[src/rtl/mu_ctrl.sv]
// Sequencer between the execute stage and the multi-cycle multiply unit:
// request/response handshakes, flush draining and a one-entry last-result cache.
module mu_ctrl #(
    parameter logic CACHE_EN = 1'b1
) (
    input  logic        clk,
    input  logic        rst_n,
    input  logic        req_valid,
    output logic        req_ready,
    input  logic [31:0] req_a,
    input  logic [31:0] req_b,
    input  logic [1:0]  req_op,
    input  logic [4:0]  req_rd,
    input  logic        flush,
    output logic        rsp_valid,
    input  logic        rsp_ready,
    output logic [31:0] rsp_res,
    output logic [4:0]  rsp_rd,
    output logic        mu_start,
    output logic [31:0] mu_a,
    output logic [31:0] mu_b,
    output logic [1:0]  mu_mulctl,
    input  logic [31:0] mu_res,
    input  logic        mu_done,
    output logic        busy
);

    typedef enum logic [1:0] {
        S_IDLE  = 2'd0,
        S_BUSY  = 2'd1,
        S_DRAIN = 2'd2,
        S_RESP  = 2'd3
    } state_e;

    state_e      state_q, state_d;
    logic        start_q, start_d;
    logic [31:0] a_q, a_d;
    logic [31:0] b_q, b_d;
    logic [1:0]  op_q, op_d;
    logic [4:0]  rd_q, rd_d;
    logic [31:0] res_q, res_d;

    logic        cache_valid_q, cache_valid_d;
    logic [31:0] cache_a_q, cache_a_d;
    logic [31:0] cache_b_q, cache_b_d;
    logic [1:0]  cache_op_q, cache_op_d;
    logic [31:0] cache_res_q, cache_res_d;

    logic        accept;
    logic        cache_hit;
    logic        done_ok;
    logic        cache_we;

    assign req_ready = (state_q == S_IDLE) & ~flush;
    assign accept    = req_valid & req_ready;
    assign cache_hit = CACHE_EN & cache_valid_q & (req_a == cache_a_q)
                     & (req_b == cache_b_q) & (req_op == cache_op_q);
    // A done seen while start is still high belongs to an earlier operation.
    assign done_ok   = mu_done & ~start_q;

    always_comb begin
        state_d  = state_q;
        start_d  = 1'b0;
        a_d      = a_q;
        b_d      = b_q;
        op_d     = op_q;
        rd_d     = rd_q;
        res_d    = res_q;
        cache_we = 1'b0;
        case (state_q)
            S_IDLE: begin
                if (accept) begin
                    a_d  = req_a;
                    b_d  = req_b;
                    op_d = req_op;
                    rd_d = req_rd;
                    if (cache_hit) begin
                        res_d   = cache_res_q;
                        state_d = S_RESP;
                    end else begin
                        start_d = 1'b1;
                        state_d = S_BUSY;
                    end
                end
            end
            S_BUSY: begin
                if (done_ok) begin
                    cache_we = 1'b1;
                    if (flush) begin
                        state_d = S_IDLE;
                    end else begin
                        res_d   = mu_res;
                        state_d = S_RESP;
                    end
                end else if (flush) begin
                    state_d = S_DRAIN;
                end
            end
            S_DRAIN: begin
                if (done_ok) begin
                    cache_we = 1'b1;
                    state_d  = S_IDLE;
                end
            end
            S_RESP: begin
                if (flush || rsp_ready) begin
                    state_d = S_IDLE;
                end
            end
            default: state_d = S_IDLE;
        endcase
    end

    // Flushed operations still refresh the cache: their result is correct.
    always_comb begin
        cache_valid_d = cache_valid_q;
        cache_a_d     = cache_a_q;
        cache_b_d     = cache_b_q;
        cache_op_d    = cache_op_q;
        cache_res_d   = cache_res_q;
        if (cache_we) begin
            cache_valid_d = 1'b1;
            cache_a_d     = a_q;
            cache_b_d     = b_q;
            cache_op_d    = op_q;
            cache_res_d   = mu_res;
        end
    end

    always_ff @(posedge clk or negedge rst_n) begin
        if (!rst_n) begin
            state_q       <= S_IDLE;
            start_q       <= 1'b0;
            a_q           <= '0;
            b_q           <= '0;
            op_q          <= '0;
            rd_q          <= '0;
            res_q         <= '0;
            cache_valid_q <= 1'b0;
            cache_a_q     <= '0;
            cache_b_q     <= '0;
            cache_op_q    <= '0;
            cache_res_q   <= '0;
        end else begin
            state_q       <= state_d;
            start_q       <= start_d;
            a_q           <= a_d;
            b_q           <= b_d;
            op_q          <= op_d;
            rd_q          <= rd_d;
            res_q         <= res_d;
            cache_valid_q <= cache_valid_d;
            cache_a_q     <= cache_a_d;
            cache_b_q     <= cache_b_d;
            cache_op_q    <= cache_op_d;
            cache_res_q   <= cache_res_d;
        end
    end

    assign mu_start  = start_q;
    assign mu_a      = a_q;
    assign mu_b      = b_q;
    assign mu_mulctl = op_q;
    assign rsp_valid = (state_q == S_RESP);
    assign rsp_res   = res_q;
    assign rsp_rd    = rd_q;
    assign busy      = (state_q != S_IDLE);

endmodule

[config.mk]
export PLATFORM = sky130hd
export DESIGN_NAME = mu_ctrl
export DESIGN_NICKNAME = d
export VERILOG_FILES = /design/src/rtl/mu_ctrl.sv
export SDC_FILE = /design/constraint.sdc
export NUM_CORES = 1
export LEC_CHECK = 0
export CORE_MARGIN = 2
export CORE_UTILIZATION = 33
export CTS_BUF_LIST = sky130_fd_sc_hd__clkbuf_16
export DETAILED_ROUTE_END_ITERATION = 10
export GPL_ROUTABILITY_DRIVEN = 0
export PLACE_DENSITY_LB_ADDON = 0.1
export SYNTH_ARGS = -nofsm -noshare
export SYNTH_HDL_FRONTEND = slang
export SYNTH_SLANG_ARGS = --single-unit
export TNS_END_PERCENT = 100
[constraint.sdc]
create_clock -name clk -period 2.3 [get_ports clk]
set_clock_uncertainty 0.1 [all_clocks]
set_input_delay 0.575 -clock clk [delete_from_list [all_inputs] [get_ports clk]]
set_output_delay 0.575 -clock clk [all_outputs]
set_load 0.02 [all_outputs]
==> run_results.csv, run 1 <==
group,metric,value,unit
finish,final_cells,1259,
pwr,power_leakage,5.69,nW
die,die-area,0.0288,mm²
timing,slew_headroom,67.4,%
synthesis,async_flop_share,100,%
clock_tree,ctsHtreeMaxLevel,1,
grt,antenna_found_initial,3,
finish,nFillCells,2358,
grt,grt-ovfl-total,0,
finish,syn2layout_area_growth,44.8,%
timing,setup-violations-final,32,
pwr,p_per_area,1480,mW/mm²
critical_path,startpoint,"req_valid",
critical_path,cp_max_fo,6,
drt,routed_wl,23.4,mm
finish,multi_input_area,0.00385,mm²
timing,rsz0062_at_grt,"true",
critical_path,crit_arrival,2.87,ns
placed_design,port_buffers,215,
synthesis,synth.area.top_cells,"dfrtp_1 (57%), mux2_2 (24%), mux2_4 (5.0%), xnor2_1 (3.8%), nor2b_1 (1.2%)",
synthesis,yosysWarnings,0,
pwr,max-vdd-ir-drop,0.000680,V
critical_path,worstSetupEndpointType,"flip-flop",
critical_path,slowest_stage,"clkdlybuf4s50_1",
finish,regArea,0.00513,mm²
drt,antenna_left,0,
timing,report.final.slew_viol_count,0,
clock_tree,cts_tree,"done",
drt,drc,0,
drt,routedWlPerCell,18.6,µm
finish,drive_gt1_share,38.4,%
critical_path,worst-path-buf-inv,4,
grt,grt_pass1_vias,6614,
die,ios,216,
critical_path,critical_path_class,"in2reg",
synthesis,dominantRegCellSynth,"dfrtp_1",
clock_tree,clk_latency,0.52,ns
grt,grt_max_degree,52,
timing,fin_ws,-0.276,ns
synthesis,synthDistinctLibCells,32,
die,rows,60,
grt,grt_usage,16.3,%
timing,fin_crit_sh,112,%
critical_path,crit_family,"buffers and inverters",
critical_path,r2r_slack,-0.21,ns
synthesis,synth.cell_area,0.00907,mm²
drt,vias_per_cell,4.71,
clock_tree,cts_root_buf,"clkbuf_16",
synthesis,synth.cells.most_frequent,"dfrtp_1 (205), mux2_2 (197), xnor2_1 (39)",
synthesis,yosysSeqAreaShare,56.6,%
clock_tree,clockBufferDepth,3,
critical_path,required,2.59,ns
drt,first_pass_iters,5,
critical_path,cp_slowest_stage_delay,0.46,ns
synthesis,synth_top_area_share,56.6,%
die,die_x,170,µm
outcome,outcome,"finished with violations",
critical_path,path_cells,"clkdlybuf4s50_1 -> nor2b_1 -> nor4b_2 -> buf_4 -> nand4_1 -> o21ai_4 -> buf_12 -> clkbuf_16 -> mux2_4",
critical_path,worstSetupEndpoint,"rsp_res[15]$_DFFE_PN0P_",
critical_path,worst-path-stages,9,
hold_path,hold_class,"in2reg",
critical_path,r2r-start,"cache_a_q[16]$_DFFE_PN0P_",
outcome,failed_checks,"negative setup slack",
grt,grt_pass1_wl,37.0,mm
critical_path,r2r_cells,8,
placed_design,dp_cells,1202,
flow_run,cap_violations,0,
timing,worst_pin_slew,0.490,ns
timing,hold_ws,0.261,ns
clock_tree,clkTransAtPathRegs,0.06,ns
drt,drt_iter0_markers,217,
critical_path,r2r_end,"rsp_res[15]$_DFFE_PN0P_",
synthesis,synthCells,618,
clock_tree,cts_sinks,205,
timing,final-hold-violation-count,0,
finish,fin_nets,1012,
die,die_h,170,µm
clock_tree,cts_buffers,25,
synthesis,ys_ff_latch,205,
timing,min_period,2.58,ns
synthesis,synth_top_cell_by_area,"dfrtp_1",
critical_path,startpoint_type,"input port",
synthesis,syn_area_per_cell,14.7,µm²
placed_design,hpwl,16.7,mm
synthesis,yosysMostFrequentCell,"dfrtp_1",
synthesis,synth_edf_count,0,
drt,num_vias,5925,
synthesis,syn_nets,732,
die,initial_core_util,33.6,%
die,core_region_area,0.0270,mm²
timing,max_freq,0.388,GHz
## power breakdown
part | internal [mW] | total (mW) | switching, mW
Clock | 2.30 | 3.81 | 1.51
Sequential | 5.46 | 6.63 | 1.17
Combinational | 5.21 | 9.00 | 3.79
Total | 13.0 | 19.4 | 6.47
## worst register-to-register path: cells and delay by family (launching register included)
family,cells,cell delay [ns]
buf+inv,2,0.34
simple gates,3,0.65
compound gates,2,0.62
mux,1,0.29
flops,1,0.38
## state kept, by name, summed over array words and instances, names as in the netlist
register,cells
cache_a_q,32
cache_b_q,32
cache_op_q,2
cache_res_q,32
cache_valid_q,1
mu_a,32
mu_b,32
mu_mulctl,2
mu_start,1
rsp_rd,5
rsp_res,32
state_q,2
## metal layers
metal | vias up | routed length, µm | global-route usage [%]
met5 | - | 9 | 0
met1 | 2971 | 10300 | 21.5
met2 | 163 | 11100 | 26.5
li1 | 2758 | - | -
met4 | 2 | 459 | 4.16
met3 | 31 | 1540 | 4.55
## what timing repair did
| item | CTS | global route |
|---|---|---|
| setup buffers | 6 | 1 |
| cloned | 3 | 1 |
| resized for setup | 43 | 23 |
| pin swaps | 15 | 13 |
| endpoints found under the setup margin | 36 | 38 |
| hold endpoints to repair | 45 | 0 |
| hold buffers | 1 | 0 |
## through the flow
step | cell area, µm² | utilization [%] | setup TNS [ns] | power [mW] | worst slack (ns)
floorplan | 9070 | - | -5.46 | 11.7 | -0.177
global placement | 12100 | 44.7 | -40.66 | 15.2 | -1.06
detailed placement | 12100 | 44.7 | -39.47 | 15.5 | -1.05
CTS | 13000 | 48.4 | -10.11 | 19.6 | -0.387
global route | 13100 | 48.7 | -9.59 | 20.6 | -0.317
finish | 13100 | 48.7 | -8.16 | 19.4 | -0.276
## placed cells by master (no fill, tap or decap), drive strengths merged, types with 3 or more instances in the layout
| cell | netlist | final |
|---|---|---|
| dlymetal6s2s | 0 | 8 |
| xor2 | 6 | 6 |
| nand2 | 11 | 11 |
| nor2 | 8 | 8 |
| nand2b | 7 | 7 |
| nor2b | 18 | 18 |
| clkbuf | 13 | 27 |
| clkinv | 0 | 13 |
| a2111o | 6 | 6 |
| buf | 12 | 65 |
| clkdlybuf4s50 | 0 | 190 |
| inv | 16 | 20 |
| dfrtp | 205 | 205 |
| mux2 | 227 | 227 |
| ha | 5 | 5 |
| nand4 | 12 | 12 |
| nor4 | 5 | 5 |
| o21ai | 9 | 9 |
| xnor2 | 39 | 39 |
| nor3 | 3 | 3 |
| bufinv | 0 | 3 |
| dlygate4sd2 | 0 | 12 |
## final cells by class
cell class,instances,share of cell area (%)
diodes,2,0.0381
clock buffers,25,4.76
clock inverters,20,1.29
inverters,16,0.476
multi-input cells,372,29.3
flip-flops and latches,205,39.1
well taps,341,3.25
repair buffers,278,21.8
## worst min-delay path by stage
stage	from	end	slack, ns	depth (start not counted)
after floorplan	rst_n	cache_a_q[0]$_DFFE_PN0P_	0.18	0
after global placement	cache_valid_q$_DFFE_PN0P_	cache_valid_q$_DFFE_PN0P_	0.36	1
after detailed placement	cache_valid_q$_DFFE_PN0P_	cache_valid_q$_DFFE_PN0P_	0.36	1
after CTS	req_a[18]	mu_a[18]$_DFFE_PN0P_	0.33	2
after global routing	req_a[24]	mu_a[24]$_DFFE_PN0P_	0.25	2
final	req_a[24]	mu_a[24]$_DFFE_PN0P_	0.26	2
## cells by family (layout without fill, tap and decap cells)
logic type	count (synthesis)	count (layout)	synth area share [%]
adder cells (fa/ha/maj)	5	5	0.690
AND/OR/NAND/NOR	68	68	4.28
flip-flops	205	205	56.6
XOR/XNOR	45	45	4.35
buffers and inverters	41	339	2.24
AO/OA/AOI/OAI	26	26	2.33
other	0	2	0
multiplexers	228	228	29.5
Note: power is estimated with default switching activity, not from simulation.
==> run 2: changes to the inputs <==
--- a/config.mk
+++ b/config.mk
@@ -11,6 +11,7 @@
 export DETAILED_ROUTE_END_ITERATION = 10
 export GPL_ROUTABILITY_DRIVEN = 0
 export PLACE_DENSITY_LB_ADDON = 0.1
+export SLEW_MARGIN = 20
 export SYNTH_ARGS = -nofsm -noshare
 export SYNTH_HDL_FRONTEND = slang
 export SYNTH_SLANG_ARGS = --single-unit
==> results of run 2 <==
Same layout as run 1: the final DEF is identical, and so are final timing and power.
